$ cat config.mk
export PLATFORM = sky130hd
export DESIGN_NAME = fifo_put_arbiter
export DESIGN_NICKNAME = d
export VERILOG_FILES = /design/src/rtl/fifo_arb_pkg.sv /design/src/rtl/fifo_put_arbiter_rr_pick.sv /design/src/rtl/fifo_put_arbiter.sv
export SDC_FILE = /design/constraint.sdc
export NUM_CORES = 1
export LEC_CHECK = 0
export BUFFER_PORTS_ARGS = -buffer_cell sky130_fd_sc_hd__buf_2
export CAP_MARGIN = 10
export CORE_MARGIN = 4
export CORE_UTILIZATION = 34
export DETAILED_ROUTE_END_ITERATION = 10
export PLACE_DENSITY = 0.92
export SYNTH_ARGS = -nofsm -noshare
export SYNTH_HDL_FRONTEND = slang
export SYNTH_SLANG_ARGS = --single-unit
$ cat constraint.sdc
create_clock -name clk -period 2.67 [get_ports clk]
set_clock_uncertainty 0.15 [all_clocks]
set_input_delay 0.1335 -clock clk [delete_from_list [all_inputs] [get_ports clk]]
set_output_delay 0.1335 -clock clk [all_outputs]
set_load 0.1 [all_outputs]
$ cat src/rtl/fifo_arb_pkg.sv
// Shared types, defaults and the round-robin scan used by the FIFO put arbiter.
package fifo_arb_pkg;

  typedef enum logic {
    IDLE  = 1'b0,
    GRANT = 1'b1
  } arb_state_t;

  localparam int DEFAULT_DATA_W    = 32;
  localparam int DEFAULT_MAX_BURST = 4;
  localparam int MAX_REQ           = 8;

  // Scan last+1, last+2, ... wrapping modulo n; last itself is tried last.
  // Returns the first requesting index, or -1 when nobody requests.
  function automatic int rr_select(input logic [MAX_REQ-1:0] req,
                                   input logic [2:0]         last,
                                   input int                 n);
    int result;
    int cand;
    logic [2:0] idx;
    result = -1;
    for (int k = 1; k <= MAX_REQ; k++) begin
      cand = (int'(last) + k) % n;
      idx  = 3'(cand);
      if (k <= n && result < 0 && req[idx]) begin
        result = cand;
      end
    end
    return result;
  endfunction

endpackage

$ cat src/rtl/fifo_put_arbiter_rr_pick.sv
// Combinational round-robin pick: winner index and found flag for a req vector.
module rr_pick
  import fifo_arb_pkg::*;
#(
  parameter int NUM_REQ = 4,
  parameter int IDX_W   = $clog2(NUM_REQ)
) (
  input  logic [NUM_REQ-1:0] req,
  input  logic [IDX_W-1:0]   last,
  output logic [IDX_W-1:0]   winner,
  output logic               found
);

  logic [MAX_REQ-1:0] req_ext;
  int                 sel;

  always_comb begin
    req_ext                = '0;
    req_ext[NUM_REQ-1:0]   = req;
    sel                    = rr_select(req_ext, 3'(last), NUM_REQ);
    found                  = (sel >= 0);
    winner                 = IDX_W'(sel);
  end

endmodule

$ cat src/rtl/fifo_put_arbiter.sv
// Round-robin arbiter sharing one FIFO put port among NUM_REQ producers with bounded bursts.
// Optional FIFO_PUT_ARB_STATS_EN adds a saturating stall_cnt of full-blocked GRANT cycles.
module fifo_put_arbiter
  import fifo_arb_pkg::*;
#(
  parameter int NUM_REQ   = 4,
  parameter int DATA_W    = DEFAULT_DATA_W,
  parameter int MAX_BURST = DEFAULT_MAX_BURST
) (
  input  logic                      clk,
  input  logic                      reset,
  input  logic [NUM_REQ-1:0]        req,
  input  logic [NUM_REQ*DATA_W-1:0] wdata,
  output logic [NUM_REQ-1:0]        ack,
  output logic [NUM_REQ-1:0]        grant,
  input  logic                      fifo_full,
  output logic                      fifo_put,
  output logic [DATA_W-1:0]         fifo_data,
  output logic                      busy
`ifdef FIFO_PUT_ARB_STATS_EN
  ,
  output logic [15:0]               stall_cnt
`endif
);

  localparam int IDX_W = $clog2(NUM_REQ);

  arb_state_t       state;
  logic [IDX_W-1:0] owner;
  logic [IDX_W-1:0] last_owner;
  logic [IDX_W-1:0] pick_last;
  logic [IDX_W-1:0] win_idx;
  logic             win_found;
  logic [3:0]       burst_cnt;
  logic             req_owner;
  logic             last_word;
  logic             release_now;

  // On release the just-finished owner becomes the new lowest priority.
  assign pick_last = (state == GRANT) ? owner : last_owner;

  rr_pick #(
    .NUM_REQ (NUM_REQ),
    .IDX_W   (IDX_W)
  ) u_pick (
    .req    (req),
    .last   (pick_last),
    .winner (win_idx),
    .found  (win_found)
  );

  assign req_owner   = req[owner];
  assign fifo_put    = (state == GRANT) & req_owner & ~fifo_full & ~reset;
  assign last_word   = (burst_cnt == 4'(MAX_BURST - 1));
  assign release_now = (state == GRANT) & (~req_owner | (fifo_put & last_word));
  assign fifo_data   = wdata[int'(owner)*DATA_W +: DATA_W];
  assign busy        = (state == GRANT);

  always_comb begin
    ack = '0;
    if (fifo_put) begin
      ack[owner] = 1'b1;
    end
  end

  always_ff @(posedge clk) begin
    if (reset) begin
      state      <= IDLE;
      grant      <= '0;
      owner      <= '0;
      last_owner <= IDX_W'(NUM_REQ - 1);
      burst_cnt  <= '0;
    end else begin
      case (state)
        IDLE: begin
          if (win_found) begin
            state     <= GRANT;
            owner     <= win_idx;
            grant     <= NUM_REQ'(1) << win_idx;
            burst_cnt <= '0;
          end
        end
        GRANT: begin
          if (release_now) begin
            last_owner <= owner;
            burst_cnt  <= '0;
            if (win_found) begin
              owner <= win_idx;
              grant <= NUM_REQ'(1) << win_idx;
            end else begin
              state <= IDLE;
              grant <= '0;
            end
          end else if (fifo_put) begin
            burst_cnt <= burst_cnt + 4'd1;
          end
        end
        default: begin
          state <= IDLE;
          grant <= '0;
        end
      endcase
    end
  end

`ifdef FIFO_PUT_ARB_STATS_EN
  always_ff @(posedge clk) begin
    if (reset) begin
      stall_cnt <= '0;
    end else if ((state == GRANT) && req_owner && fifo_full && (stall_cnt != 16'hFFFF)) begin
      stall_cnt <= stall_cnt + 16'd1;
    end
  end
`endif

endmodule
* Word-level counts from Yosys, hierarchy flattened
Index checks and enable logic that the tools add are counted.
Storage, ports and cells: input port bits 135, register bits after elaboration 13, output and inout port bits 42
Cells by class: equal/unequal tests 4, shift operators 2, bitwise logic cells 14, $add $sub $neg 5, muxes and demuxes 32, magnitude comparators 10, reduce and logical (&&, ||, !) cells 11
Operators with widths (count):
- two-way mux 32 bit | 4
- indexed part select 128 x 8 -> 32 bit | 1
- < comparator 32 x 1 -> 1 bit (second input constant) | 3
- >= comparator 32 x 1 -> 1 bit (second input constant) | 1
- two-way mux 4 bit | 7
- < comparator 3 x 4 -> 1 bit (second input constant) | 4
- case mux 4 bit (2 select lines) | 2
- binary-select mux 1 bit (select 3 bit) | 4
- two-way mux 1 bit | 8
- OR reduction 2 bit | 4
- two-way mux 2 bit | 3
- AND reduction 2 bit | 3
- AND 1 bit | 5
- adder 2 x 1 -> 2 bit (second input constant) | 2
- adder 2 bit (second input constant) | 2
- adder 4 x 1 -> 4 bit (second input constant) | 1
- AND 1 bit (first input constant) | 4
- equality test 4 x 2 -> 1 bit (second input constant) | 1
- logical AND 1 bit | 4
- inequality test 2 x 1 -> 1 bit (second input constant) | 2
- NOT 1 bit | 4
- case mux 2 bit (2 select lines) | 1
- left shift 1 x 2 -> 4 bit (first input constant) | 1
- < comparator 2 x 3 -> 1 bit (second input constant) | 1
- 6 further kinds | 6

* Depth between registers and ports, before layout
word-level depth 20, mapped depth 6

* Cells and area by module
A second synthesis with hierarchy kept.
Unflattened totals: cells, all modules 136, area, all modules 1585.3 um^2
Modules (own cells, without submodules):
- fifo_put_arbiter | times used 1, cells an instance 125, area an instance 1511.4 um^2
- rr_pick | times used 1, cells an instance 11, area an instance 73.8 um^2

* Least setup slack after synthesis
Ideal clock, no wire load.
path kind register to output, start point reg state (netlist: busy), end point out ack[0], stages on the path, launching flop included 5, data arrival time 5.039 ns, slack -2.653 ns, path buffers 1, cells stage by stage dfxtp_1 -> buf_2 -> inv_1 -> nor3b_2 -> nor3b_1
On the way: cells in the longest elaborated chain, start to end 4
Ends and longest elaborated chain:
- start, declared | line fifo_put_arbiter.sv:28 | arb_state_t state;
- start signal, assigned | line fifo_put_arbiter.sv:68 | state <= IDLE;
- start signal, assigned | line fifo_put_arbiter.sv:77 | state <= GRANT;
- start signal, assigned | line fifo_put_arbiter.sv:91 | state <= IDLE;
- AND 1 bit (3 in a row) | line fifo_put_arbiter.sv:53 | assign fifo_put = (state == GRANT) & req_owner & ~fifo_full & ~reset;
- named net fifo_put | line fifo_put_arbiter.sv:17 | output logic fifo_put,
- two-way mux 4 bit | line fifo_put_arbiter.sv:61 | if (fifo_put) begin
- end, declared | line fifo_put_arbiter.sv:14 | output logic [NUM_REQ-1:0] ack,
The timed path passes the listed nets, and every way through them passes these cells.

* Worst setup path in the final report
start point in reset, end point out ack[1]
On the way: cells in the longest elaborated chain, start to end 3
Ends and longest elaborated chain:
- start, declared | line fifo_put_arbiter.sv:11 | input logic reset,
- NOT 1 bit | line fifo_put_arbiter.sv:53
- AND 1 bit | line fifo_put_arbiter.sv:53
- two-way mux 4 bit | line fifo_put_arbiter.sv:61
Every way passes these cells.

==> reports/qor.csv <==
stage,metric,value,unit
run_status,status,finished clean,
logic_synthesis,synth_commonest_cells,"mux4_2 (33), dfxtp_1 (13), a21oi_1 (7), o21ai_0 (7)",
floorplan,dieArea,0.005518,mm2
run,cap_viol_max_count,0,
worst_hold_path,min_path_type,input pin to flip-flop,
drt,drt_iter0_drc,54,
setup_path,cp_max_fo,8,
logic_synthesis,synth_area,0.001494,mm2
clocking,cts_tree,yes,
pwr,power_switching,1148,uW
pwr,ir_drop,0.4010,mV
pwr,p_comb_share,77.5,%
timing,min_period_over_period,88.20,%
pwr,clockPowerShare,9.8,%
logic_synthesis,syn-num-nets,262,
setup_path,crit_required,2.39,ns
final_layout,antenna_cells,0,
grt,antenna_found_initial,0,
pwr,power_leakage,0.001210,uW
timing,rsz0062_at_grt,false,
timing,drv_slew,0,
grt,grt_pass1_wl,9.694,mm
logic_synthesis,yosys.area.top_type,mux4_2,
grt,grt_max_degree,37,
clocking,cts_sinks,13,
clocking,ctsHoldBuffers,1,
logic_synthesis,synth-main-ff-cell,dfxtp_1,
logic_synthesis,synth.most_common_cell,mux4_2,
logic_synthesis,async_reset_ff_share,0,%
final_layout,drive_above_1_share,76.51,%
pwr,powerDensity,705.5,mW/mm2
logic_synthesis,ys_seq_area_share,17.42,%
setup_path,critical_path_arrival,2.07,ns
drt,ant_nets,0,
clocking,clock_latency,0.25,ns
placed_design,port_buffers,176,
drt,firstDrtPassIters,4,
logic_synthesis,synth_edf_count,0,
setup_path,cp-start-kind,input pin,
logic_synthesis,ys_seq_elements,13,
timing,hold_viol_final,0,
logic_synthesis,syn_inst,126,
timing,finalSetupTns,0,ns
clocking,cts_buffers,3,
logic_synthesis,synth.distinct_cells,36,
placed_design,dpl.cell_count,343,
clocking,cts_buffer_depth,2,
timing,post-route-min-period,2.355,ns
logic_synthesis,synthTopCellsByArea,"mux4_2 (50%), dfxtp_1 (17%), a21oi_1 (2.3%), o21ai_0 (2.3%), nand3_1 (2.0%)",
clocking,cts.repair.resized,0,
final_layout,register_area,266.5,um2
final_layout,multiInputGateArea,0.001192,mm2
final_layout,fill_cells,342,
timing,worst_pin_slew,0.5067,ns
grt,track_usage,22.96,%
drt,drt-total-wl,6.744,mm
grt,grt_overflow,0,
logic_synthesis,yosys_warnings,0,
final_layout,fin_util,62.91,%
floorplan,core.rowCount,23,
pwr,p_int,677.9,uW
placed_design,place.gp.congestion,0.9528,
timing,slew_headroom,66.45,%
drt,drc_errors,0,
setup_path,criticalPathCategory,input pin to output pin,
final_layout,finalNonFillerCells,348,
floorplan,start_util,36.30,%
clocking,cts-root-buf,clkbuf_8,
drt,vias,1933,
floorplan,coreArea,0.004115,mm2
clocking,post_cts_buffers,0,
pwr,p_sw_share,62.88,%
drt,routed_via_density,5.555,
logic_synthesis,syn_area_per_cell,11.86,um2
timing,fmax,424.7,MHz
timing,setup_viol,0,
placed_design,dpl.hpwl,5.851,mm
pwr,pwr-share-seq,12.6,%
clocking,cts.clk_slew.worst_paths,0.06,ns
floorplan,die_x,74.29,um
final_layout,final_nets,435,
logic_synthesis,synth_top_area_share,49.75,%
floorplan,io_pins,177,
floorplan,fp.dieH,74.29,um
clocking,htree_levels,1,
drt,routedWlPerCell,19.38,um
final_layout,syn2layout_area_growth,73.28,%
setup_path,endpoint_kind,output pin,
grt,first_global_vias,2028,
[cell usage in the layout, fill, tap and decap left out, types with 2 or more instances in the layout]
cell type / Yosys / layout
clkbuf_8: 0 / 3
mux2_2: 2 / 2
nand2_1: 2 / 2
o21ai_1: 2 / 2
buf_2: 4 / 171
buf_12: 0 / 6
o31ai_1: 3 / 3
nor2_1: 4 / 3
a21oi_1: 7 / 7
dfxtp_2: 0 / 2
o32ai_1: 2 / 2
buf_4: 0 / 2
nor3b_4: 0 / 2
a211oi_1: 2 / 2
or4_1: 2 / 2
a311oi_1: 2 / 2
or3_1: 2 / 2
nand3_1: 6 / 6
dfxtp_1: 13 / 10
o21ai_0: 7 / 7
inv_1: 5 / 4
mux4_2: 33 / 33
o211ai_1: 3 / 3
[kinds of logic (layout without fill, tap and decap cells)]
group | after synthesis | after routing | synth area share, %
AND/OR/NAND/NOR | 27 | 27 | 11.14
adder cells (fa/ha/maj) | 1 | 1 | 0.8374
multiplexers | 36 | 36 | 51.93
buffers and inverters | 17 | 189 | 4.607
AO/OA/AOI/OAI | 32 | 32 | 14.07
flip-flops | 13 | 13 | 17.42
[power groups by stage]
stage / sequential [uW] / clock, uW / combinational, uW
after floorplan: 284 / 0 / 1110
final: 231 / 179 / 1420
after global placement: 234 / 0 / 1400
after global routing: 233 / 192 / 1470
after detailed placement: 234 / 0 / 1420
after CTS: 231 / 181 / 1420
[cell type report]
class,count,share of cell area [%]
sequential,13,10.29
clock buffer,4,1.740
multi-input combinational,96,46.06
tap,50,2.417
timing repair buffer,180,38.67
inverter,5,0.8217
[layer usage]
metal	wire length (um)	track usage, %
met4	138	7.510
met3	644	5.000
met2	3817	42.62
met5	0	0
met1	2144	26.01
[through the flow]
stage                     setup WS (ns)  area (um2)  power, uW  hold WS, ns
after global routing             0.2088        2589       1898       0.1728
after global placement           0.7324        2534       1634       0.2612
after detailed placement         0.6276        2534       1654       0.2564
after CTS                        0.3178        2589       1834       0.1293
after floorplan                 -0.2732        1534       1395      0.05257
final                            0.3152        2589       1826       0.1410
[critical path, stage by stage]
cell and delay (ns):
dlygate4sd3_1 0.53, buf_2 0.17, or2_2 0.35, nor3b_4 0.38, nand2_1 0.16, nor2_4 0.15
buf_12 0.18
[state kept, by name, summed over array words and instances, names as in the netlist]
name        flops
burst_cnt       4
grant           4
owner           2
last_owner      2
busy            1
[final timing paths]
path	from	to	slack, ns	cells past startpoint
hold / removal	req[2]	busy$_SDFF_PP0_	0.14	3
setup reg to reg	burst_cnt[0]$_SDFFE_PP0P_	grant[2]$_SDFFE_PP0P_	0.59	5
hold reg to reg	grant[1]$_SDFFE_PP0P_	grant[1]$_SDFFE_PP0P_	0.31	2
setup / recovery	reset	ack[1]	0.32	7
(Power assumes the default switching activity.)
